===== config.mk =====
export PLATFORM = sky130hd
export DESIGN_NAME = spi_cmd_decoder_flat
export DESIGN_NICKNAME = d
export VERILOG_FILES = /design/src/rtl/vga_cmd_pkg.sv /design/src/rtl/spi_cmd_decoder_if.sv /design/src/rtl/fb_cursor.sv /design/src/rtl/spi_cmd_decoder.sv /design/src/flat_wrapper.sv
export SDC_FILE = /design/constraint.sdc
export NUM_CORES = 1
export LEC_CHECK = 0
export ABC_CLOCK_PERIOD_IN_PS = 3900
export CAP_MARGIN = 20
export CORE_MARGIN = 5
export CORE_UTILIZATION = 30
export CTS_BUF_LIST = sky130_fd_sc_hd__clkbuf_2
export CTS_CLUSTER_SIZE = 40
export DETAILED_ROUTE_END_ITERATION = 16
export PLACE_DENSITY = 0.59
export REMOVE_ABC_BUFFERS = 1
export SKIP_CTS_REPAIR_TIMING = 1
export SLEW_MARGIN = 5
export SYNTH_ARGS = -nofsm -noshare
export SYNTH_HDL_FRONTEND = slang
export SYNTH_SLANG_ARGS = --single-unit

===== constraint.sdc =====
create_clock -name clk -period 3.9 [get_ports clk]
set_input_delay 0.78 -clock clk [delete_from_list [all_inputs] [get_ports clk]]
set_output_delay 0.78 -clock clk [all_outputs]
set_load 0.05 [all_outputs]

===== src/rtl/vga_cmd_pkg.sv =====
// Shared definitions for the SPI drawing-command decoder and the VGA framebuffer path.
// Opcodes, decoder states and default framebuffer geometry live here.
package vga_cmd_pkg;

    localparam int DEF_H_RES  = 160;
    localparam int DEF_V_RES  = 120;
    localparam int DEF_PIX_W  = 8;
    localparam int DEF_ADDR_W = 15;

    localparam logic [7:0] OP_NOP       = 8'h00;
    localparam logic [7:0] OP_SET_POS   = 8'h01;
    localparam logic [7:0] OP_WRITE_PIX = 8'h02;
    localparam logic [7:0] OP_FILL      = 8'h03;
    localparam logic [7:0] OP_CLR_ERR   = 8'h04;

    typedef enum logic [2:0] {
        IDLE,
        GET_X,
        GET_Y,
        GET_COLOR,
        FILL_RUN
    } state_t;

    // True when an unsigned byte coordinate lies inside a dimension of size limit.
    function automatic logic in_bounds(input logic [7:0] v, input int limit);
        return int'(v) < limit;
    endfunction

endpackage


===== src/rtl/spi_cmd_decoder_if.sv =====
// Bundles the received-byte stream and the framebuffer write port of the command decoder.
// The SPI/testbench side uses the master modport; the decoder uses the slave modport.
interface spi_cmd_decoder_if
    import vga_cmd_pkg::*;
#(
    parameter int ADDR_W = DEF_ADDR_W,
    parameter int PIX_W  = DEF_PIX_W
);

    logic [7:0]        rx_data;
    logic              rx_valid;
    logic              cs_n;
    logic              fb_we;
    logic [ADDR_W-1:0] fb_addr;
    logic [PIX_W-1:0]  fb_wdata;
    logic              busy;
    logic              err;

    modport master (
        output rx_data, rx_valid, cs_n,
        input  fb_we, fb_addr, fb_wdata, busy, err
    );

    modport slave (
        input  rx_data, rx_valid, cs_n,
        output fb_we, fb_addr, fb_wdata, busy, err
    );

endinterface


===== src/rtl/fb_cursor.sv =====
// Pixel cursor: x, y and the matching linear framebuffer address y*H_RES+x.
// Loads multiply once (registered); increments step the address without a multiplier.
module fb_cursor
    import vga_cmd_pkg::*;
#(
    parameter int H_RES  = DEF_H_RES,
    parameter int V_RES  = DEF_V_RES,
    parameter int ADDR_W = DEF_ADDR_W
) (
    input  logic              clk,
    input  logic              rst_n,
    input  logic              clr,
    input  logic              load,
    input  logic [7:0]        load_x,
    input  logic [7:0]        load_y,
    input  logic              inc,
    output logic [ADDR_W-1:0] addr
);

    localparam logic [7:0] X_LAST = 8'(H_RES - 1);
    localparam logic [7:0] Y_LAST = 8'(V_RES - 1);

    logic [7:0]        x_q;
    logic [7:0]        y_q;
    logic [ADDR_W-1:0] load_addr;

    assign load_addr = ADDR_W'(load_y) * ADDR_W'(H_RES) + ADDR_W'(load_x);

    // Clear beats load beats increment; the last pixel wraps back to the origin.
    always_ff @(posedge clk or negedge rst_n) begin
        if (!rst_n) begin
            x_q  <= '0;
            y_q  <= '0;
            addr <= '0;
        end else if (clr) begin
            x_q  <= '0;
            y_q  <= '0;
            addr <= '0;
        end else if (load) begin
            x_q  <= load_x;
            y_q  <= load_y;
            addr <= load_addr;
        end else if (inc) begin
            if (x_q == X_LAST) begin
                x_q <= '0;
                if (y_q == Y_LAST) begin
                    y_q  <= '0;
                    addr <= '0;
                end else begin
                    y_q  <= y_q + 8'd1;
                    addr <= addr + ADDR_W'(1);
                end
            end else begin
                x_q  <= x_q + 8'd1;
                addr <= addr + ADDR_W'(1);
            end
        end
    end

endmodule


===== src/rtl/spi_cmd_decoder.sv =====
// Turns the SPI byte stream into drawing commands and drives the framebuffer write port.
// Holds the command FSM, the chip-select synchronizer and the sticky error flag.
module spi_cmd_decoder
    import vga_cmd_pkg::*;
#(
    parameter int H_RES  = DEF_H_RES,
    parameter int V_RES  = DEF_V_RES,
    parameter int ADDR_W = DEF_ADDR_W,
    parameter int PIX_W  = DEF_PIX_W
) (
    input  logic             clk,
    input  logic             rst_n,
    spi_cmd_decoder_if.slave bus
);

    localparam logic [ADDR_W-1:0] FB_LAST = ADDR_W'(H_RES * V_RES - 1);

    state_t state, state_next;

    logic cs_meta, cs_sync, cs_sync_d, cs_rise;

    logic [7:0]        x_lat;
    logic              op_fill, op_fill_next;
    logic              we_q, we_next;
    logic [ADDR_W-1:0] addr_q, addr_next;
    logic [PIX_W-1:0]  wdata_q, wdata_next;
    logic              busy_q, busy_next;
    logic              err_q, err_set, err_clr;
    logic              latch_x;
    logic              cur_clr, cur_load, cur_inc;
    logic [ADDR_W-1:0] cur_addr;

    assign cs_rise = cs_sync & ~cs_sync_d;

    fb_cursor #(
        .H_RES  (H_RES),
        .V_RES  (V_RES),
        .ADDR_W (ADDR_W)
    ) u_cursor (
        .clk    (clk),
        .rst_n  (rst_n),
        .clr    (cur_clr),
        .load   (cur_load),
        .load_x (x_lat),
        .load_y (bus.rx_data),
        .inc    (cur_inc),
        .addr   (cur_addr)
    );

    always_ff @(posedge clk or negedge rst_n) begin
        if (!rst_n) begin
            state     <= IDLE;
            cs_meta   <= 1'b1;
            cs_sync   <= 1'b1;
            cs_sync_d <= 1'b1;
            x_lat     <= '0;
            op_fill   <= 1'b0;
            we_q      <= 1'b0;
            addr_q    <= '0;
            wdata_q   <= '0;
            busy_q    <= 1'b0;
            err_q     <= 1'b0;
        end else begin
            state     <= state_next;
            cs_meta   <= bus.cs_n;
            cs_sync   <= cs_meta;
            cs_sync_d <= cs_sync;
            if (latch_x)
                x_lat <= bus.rx_data;
            op_fill   <= op_fill_next;
            we_q      <= we_next;
            addr_q    <= addr_next;
            wdata_q   <= wdata_next;
            busy_q    <= busy_next;
            // A new error outranks a simultaneous clear.
            if (err_set)
                err_q <= 1'b1;
            else if (err_clr)
                err_q <= 1'b0;
        end
    end

    always_comb begin
        state_next   = state;
        op_fill_next = op_fill;
        we_next      = 1'b0;
        addr_next    = addr_q;
        wdata_next   = wdata_q;
        busy_next    = busy_q;
        err_set      = 1'b0;
        err_clr      = 1'b0;
        latch_x      = 1'b0;
        cur_clr      = 1'b0;
        cur_load     = 1'b0;
        cur_inc      = 1'b0;

        case (state)
            IDLE: begin
                if (bus.rx_valid) begin
                    case (bus.rx_data)
                        OP_NOP:       ;
                        OP_SET_POS:   state_next = GET_X;
                        OP_WRITE_PIX: begin
                            state_next   = GET_COLOR;
                            op_fill_next = 1'b0;
                        end
                        OP_FILL: begin
                            state_next   = GET_COLOR;
                            op_fill_next = 1'b1;
                        end
                        OP_CLR_ERR:   err_clr = 1'b1;
                        default:      err_set = 1'b1;
                    endcase
                end
            end

            GET_X: begin
                if (bus.rx_valid) begin
                    latch_x    = 1'b1;
                    state_next = GET_Y;
                end
            end

            GET_Y: begin
                if (bus.rx_valid) begin
                    if (in_bounds(x_lat, H_RES) && in_bounds(bus.rx_data, V_RES))
                        cur_load = 1'b1;
                    else
                        err_set = 1'b1;
                    state_next = IDLE;
                end
            end

            GET_COLOR: begin
                if (bus.rx_valid) begin
                    state_next = IDLE;
                    if (!op_fill) begin
                        we_next    = 1'b1;
                        addr_next  = cur_addr;
                        wdata_next = PIX_W'(bus.rx_data);
                        cur_inc    = 1'b1;
                    end else if (!cs_rise) begin
                        // Address 0 is presented together with busy so both span the whole fill.
                        state_next = FILL_RUN;
                        we_next    = 1'b1;
                        addr_next  = '0;
                        wdata_next = PIX_W'(bus.rx_data);
                        busy_next  = 1'b1;
                    end
                end
            end

            FILL_RUN: begin
                if (bus.rx_valid)
                    err_set = 1'b1;
                if (addr_q == FB_LAST) begin
                    state_next = IDLE;
                    busy_next  = 1'b0;
                    cur_clr    = 1'b1;
                end else begin
                    we_next   = 1'b1;
                    addr_next = addr_q + ADDR_W'(1);
                end
            end

            default: state_next = IDLE;
        endcase

        if (cs_rise && state != FILL_RUN)
            state_next = IDLE;
    end

    assign bus.fb_we    = we_q;
    assign bus.fb_addr  = addr_q;
    assign bus.fb_wdata = wdata_q;
    assign bus.busy     = busy_q;
    assign bus.err      = err_q;

endmodule


===== src/flat_wrapper.sv =====
// flat-port wrapper written by rule: the top's interface ports become plain ports
module spi_cmd_decoder_flat import vga_cmd_pkg::*;
#(
    parameter int H_RES  = DEF_H_RES,
    parameter int V_RES  = DEF_V_RES,
    parameter int ADDR_W = DEF_ADDR_W,
    parameter int PIX_W  = DEF_PIX_W
)
  (clk, rst_n, bus_rx_data, bus_rx_valid, bus_cs_n, bus_fb_we, bus_fb_addr, bus_fb_wdata, bus_busy, bus_err);
  spi_cmd_decoder_if #(.ADDR_W(ADDR_W), .PIX_W(PIX_W)) bus_i ();
  input  logic clk;
  input  logic rst_n;
  input wire logic [$bits(bus_i.rx_data)-1:0] bus_rx_data;
  input wire logic [$bits(bus_i.rx_valid)-1:0] bus_rx_valid;
  input wire logic [$bits(bus_i.cs_n)-1:0] bus_cs_n;
  output wire logic [$bits(bus_i.fb_we)-1:0] bus_fb_we;
  output wire logic [$bits(bus_i.fb_addr)-1:0] bus_fb_addr;
  output wire logic [$bits(bus_i.fb_wdata)-1:0] bus_fb_wdata;
  output wire logic [$bits(bus_i.busy)-1:0] bus_busy;
  output wire logic [$bits(bus_i.err)-1:0] bus_err;
  assign bus_i.rx_data = bus_rx_data;
  assign bus_i.rx_valid = bus_rx_valid;
  assign bus_i.cs_n = bus_cs_n;
  assign bus_fb_we = bus_i.fb_we;
  assign bus_fb_addr = bus_i.fb_addr;
  assign bus_fb_wdata = bus_i.fb_wdata;
  assign bus_busy = bus_i.busy;
  assign bus_err = bus_i.err;
  spi_cmd_decoder #(.H_RES(H_RES), .V_RES(V_RES), .ADDR_W(ADDR_W), .PIX_W(PIX_W)) u_core (.clk(clk), .rst_n(rst_n), .bus(bus_i));
endmodule

# [Word level (Yosys, flattened, before mapping)]
# Cells that the tools add are included.
[totals] reg_bits=72 output_inout_bits=26 inputBits=12 word_cells=128
[classes] n_mux=62 n_bitwise=2 reduce_logical=17 addsub=5 magnitude_cmp=2 n_eq_ne=25 mul=1
[ops] cell="$mux W15" n=9
[ops] cell="$mux W8" n=11
[ops] cell="$add A15 B1 Y15 const B" n=2
[ops] cell="$pmux W15 S2" n=1
[ops] cell="$mux W1" n=27
[ops] cell="$mux W3" n=8
[ops] cell="$add A8 B1 Y8 const B" n=2
[ops] cell="$eq A8 B2 Y1 const B" n=2
[ops] cell="$add A15 B8 Y15" n=1
[ops] cell="$eq A15 B15 Y1 const B" n=1
[ops] cell="$pmux W3 S5" n=1
[ops] cell="$ne A3 B2 Y1 const B" n=4
[ops] cell="$mul A8 B3 Y10 const B" n=1
[ops] cell="$eq A8 B1 Y1 const B" n=1
[ops] cell="$eq A8 B3 Y1 const B" n=1
[ops] cell="$eq A8 B7 Y1 const B" n=1
[ops] cell="$eq A8 B8 Y1 const B" n=1
[ops] cell="$logic_not A8 Y1" n=1
[ops] cell="$lt A8 B7 Y1 const B" n=1
[ops] cell="$lt A8 B8 Y1 const B" n=1
[ops] cell="$ne A2 B2 Y1 const B" n=4
[ops] cell="$eq A3 B2 Y1 const B" n=2
[ops] cell="$ne A3 B3 Y1 const B" n=2
[ops] cell="$pmux W1 S2" n=3
[ops] cell="20 further kinds" n=26

# [Logic depth before layout (Yosys ltp)]
[depth] ltp_word=7 ltp_mapped=10

# [Modules after synthesis]
# A second synthesis with hierarchy kept.
[hier_totals] cells_unflattened=537 hier_area_um2=4707.0
[by_module_without_submodules] module="fb_cursor" area_each_um2=2583.7 n_inst=1 cells_each=313
[by_module_without_submodules] module="spi_cmd_decoder" area_each_um2=2123.3 n_inst=1 cells_each=224

# [Worst setup path after synthesis]
# Ideal clock, no wire load.
[synth_timing] path_kind="input port to flip-flop" startpoint="input bus_rx_data[1]" endpoint="register u_core.u_cursor.addr[12]" t_required_ps=3776 stages=8 setup_time_ps=124 path_slack_ps=1055 path_buffers=0 t_arrival_ps=2721 cell_sequence="ha_1 > ha_1 > inv_1 > fa_1 > nor4_1 > nand2_1 > xnor2_1 > a211o_1"
[synth_via] elab_chain_cells=7 elab_cells_between_ends=10 classes_between="add/sub (1); mul (1); order compare (1); mux (5); reduce/logical (2)"
[synth_lines] item="from (decl)" line="flat_wrapper.sv:13" source="input wire logic [$bits(bus_i.rx_data)-1:0] bus_rx_data;"
[synth_lines] item="branches (longest 7 deep; another with $add A15 B8 Y15)"
[synth_lines] item="to (signal assigned)" line="fb_cursor.sv:42" source="addr <= load_addr;"
[synth_lines] item="to (signal assigned)" line="fb_cursor.sv:51" source="addr <= addr + ADDR_W'(1);"
[synth_lines] item="to (signal assigned)" line="fb_cursor.sv:55" source="addr <= addr + ADDR_W'(1);"
[synth_lines] item="to (decl)" line="fb_cursor.sv:17" source="output logic [ADDR_W-1:0] addr"
# Several ways; the timed one is not identified.
# A chain may end at the register's enable or synchronous reset.

# [Worst setup path after layout]
[layout_timing] startpoint="input bus_rx_data[2]" endpoint="register u_core.u_cursor.addr[12]"
# The elaborated chain is that of the path after synthesis.

==> summary.md <==
| Metric | Value |
|---|---|
| Num Clock Sinks | `72` |
| Worst EP required | `4.33 ns` |
| IO Port Bufs | `37` |
| Most frequent cells in the layout | `dfrtp_1 (69), nand2_1 (56), nor2_1 (43)` |
| Reg2reg setup slack | `1.36 ns` |
| Dpl cells | `716` |
| Worst R2R End | `u_core.u_cursor.addr[6]$_DFFE_PN0P_` |
| Hold crit path type | `flip-flop to flip-flop` |
| DRT Pass-1 Iters | `8` |
| Hold path depth | `0` |
| Tmin final | `3.06 ns` |
| Most common cell after layout, fill and taps aside | `dfrtp_1` |
| Initial antenna violation count | `0` |
| First-pass GRT wire length | `19.6 mm` |
| Asr flop ratio synth | `1.00` |
| Critical Path AT | `3.49 ns` |
| Area Overhead vs Synth | `15.0%` |
| Clk pin slew, worst setup/hold paths | `0.22 ns` |
| Die Y | `133 um` |
| WL per Instance | `16.3 um` |
| Yosys cell types | `75` |
| Initial Util | `0.303` |
| # DRC | `0` |
| Worst hold start | `u_core.cs_meta$_DFF_PN1_` |
| Iteration-0 DRC Markers | `301` |
| Largest family of logic cells by synthesized area | `simple AND/OR/NAND/NOR gates` |
| Fmax | `0.327 GHz` |
| Unrepaired setup endpoints after global routing | `no` |
| Ys flop type | `dfrtp_1` |
| TritonCTS clock tree | `yes` |
| CTS buffer count | `9` |
| Post-Synthesis Cells | `499` |
| Largest area contributor in the netlist | `dfrtp_1` |
| Adder-cell area share of the yosys netlist | `0.0609` |
| DR vias | `4037` |
| Vias in the first global route | `3818` |
| Synth Area in Compound Gates | `0.205` |
| Worst Skew | `0.0323 ns` |
| Pwr/cell area | `341 nW/um2` |
| FF-to-FF path depth | `6` |
| Final Cycle Share | `0.784` |
| Hold path endpoint | `u_core.cs_sync$_DFF_PN1_` |
| Final Hold Violating Endpoints | `0` |
| H-Tree Depth | `3` |
| Tot GR Track Use | `0.134` |
| DP HPWL | `8.77 mm` |
| N_diodes | `0` |
| Top cells by area, synth | `dfrtp_1 (38%), ha_1 (5.2%), nand2_1 (4.6%), mux2_2 (3.9%), a21oi_1 (3.7%)` |
| Final std cells w/o fill | `732` |
| Setup TNS | `0 ns` |
| Worst-margin pin slew | `0.938 ns` |
| Gp weighted congestion | `0.830` |
| Gr ovfl total | `0` |
| Core Region | `15000 um2` |
| WS Path Type | `primary input to flip-flop` |
| Layout cell share with drive strength beyond 1 | `0.132` |
| Status | `finished clean` |
| Horiz. Die Dim | `133 um` |
| Crit path capture type | `flip-flop` |
| Seq/Total Area, Yosys | `0.396` |
| Area of the mapped netlist | `4560 um2` |
| Slew headroom | `0.374` |
| Post-Synth XOR/XNOR Area | `0.0269` |
| Synth top area share | `0.378` |
| Worst Setup SP | `bus_rx_data[2]` |
| Leak pwr | `0.00212 uW` |
| Cell Rows | `45` |
| I/O pins | `38` |
| Pin count of the biggest net entering global routing | `73` |
| Maximum clock path buffer count | `2` |
| ANT nets after route | `0` |
| Ys Warns | `0` |
| Post-synthesis mux area share | `0.0395` |
| Max-slew violations | `0` |
| Area of the die | `17800 um2` |
| Avg Cell Area, Syn | `9.14 um2` |
| EDFF count, synth | `0` |
| Crit Path Max Fanout | `8` |
| Worst-Skew Late Latency | `0.54 ns` |
| Synth Register Bits | `72` |
| Root buffer cell | `clkbuf_2` |
| Number of setup violations in the final report | `0` |
| Worst Setup Start Kind | `primary input` |
| Via density | `5.52` |
| Peak supply drop | `0.190 mV` |
| NumNets Final | `572` |
| Final WL | `11.9 mm` |
| Reg-to-Reg Start | `u_core.state[1]$_DFFE_PN0P_` |
| Max Cap Viol | `0` |
| Synth Area in Simple Gates | `0.238` |
[power breakdown]
group	internal [uW]	switching (uW)
registers	798	69.4
clock network	147	282
logic	174	316
[synth_stat cells, types with 7 or more instances]
| library cell | number |
|---|---|
| a31oi_1 | 18 |
| dfrtp_1 | 69 |
| nand3_1 | 20 |
| ha_1 | 19 |
| and3_1 | 7 |
| nand2_1 | 56 |
| o21ai_0 | 34 |
| mux2_2 | 16 |
| nor2b_1 | 9 |
| buf_2 | 8 |
| nor3_1 | 14 |
| inv_1 | 12 |
| nand4_1 | 10 |
| o311ai_0 | 10 |
| xnor2_1 | 8 |
| o21ai_1 | 7 |
| a21oi_1 | 34 |
| nor2_1 | 43 |
[per-layer routing]
| layer | up-vias | track usage | wire length [um] |
|---|---|---|---|
| li1 | 1948 | - | - |
| met1 | 1928 | 0.195 | 5770 |
| met2 | 140 | 0.195 | 5180 |
| met3 | 21 | 0.0332 | 749 |
| met4 | 0 | 0.0429 | 245 |
| met5 | - | 0 | 0 |
[layout make-up]
| class | count | area (um2) |
|---|---|---|
| clock buffer | 10 | 50.0 |
| timing repair buffer | 48 | 448 |
| inverter | 13 | 48.8 |
| fill | 1536 | 9790 |
| clock inverter | 6 | 60.1 |
| tap | 188 | 235 |
| multi-input combinational | 395 | 2600 |
| sequential | 72 | 1810 |
[sequential cells by signal, summed over array words and instances (netlist names), 3 cells and up]
register	cells
u_core.bus.fb_addr	15
u_core.u_cursor.addr	15
u_core.bus.fb_wdata	8
u_core.u_cursor.x_q	8
u_core.u_cursor.y_q	8
u_core.x_lat	8
u_core.state	3
[critical path: stages]
cell and delay [ns]:
clkdlybuf4s50_1 0.63, ha_1 0.30, ha_1 0.31, a211oi_2 0.34, nor2_1 0.11, nor4_1 0.44, nand2_1 0.12, xnor2_1 0.16
a211o_1 0.29
[cell families after synthesis]
group | count (synthesis)
compound gates | 143
xor+xnor | 14
fa+ha+maj | 21
buf+inv | 32
flops | 72
mux | 16
simple gates | 201
[how the worst max path moves through the flow]
| stage | cells after the start | slack [ns] | end |
|---|---|---|---|
| after floorplan | 8 | 1.06 | u_core.u_cursor.addr[12]$_DFFE_PN0P_ |
| after global placement | 9 | 0.32 | u_core.u_cursor.addr[12]$_DFFE_PN0P_ |
| after detailed placement | 9 | 0.30 | u_core.u_cursor.addr[12]$_DFFE_PN0P_ |
| after CTS | 9 | 0.90 | u_core.u_cursor.addr[12]$_DFFE_PN0P_ |
| after global routing | 9 | 0.70 | u_core.u_cursor.addr[12]$_DFFE_PN0P_ |
| final | 9 | 0.84 | u_core.u_cursor.addr[12]$_DFFE_PN0P_ |
[per-stage QoR]
stage,utilization,setup WS [ns],cell area (um2),hold slack (ns),power (uW)
final,0.349,0.842,5250,0.374,1790
after global routing,0.349,0.702,5250,0.383,1880
after CTS,0.349,0.900,5250,0.378,1820
after detailed placement,0.342,0.303,5140,0.350,1370
after global placement,0.342,0.323,5140,0.348,1360
after floorplan,-,1.06,4450,0.345,1180
No activity file was read; power rests on OpenSTA's default activity.
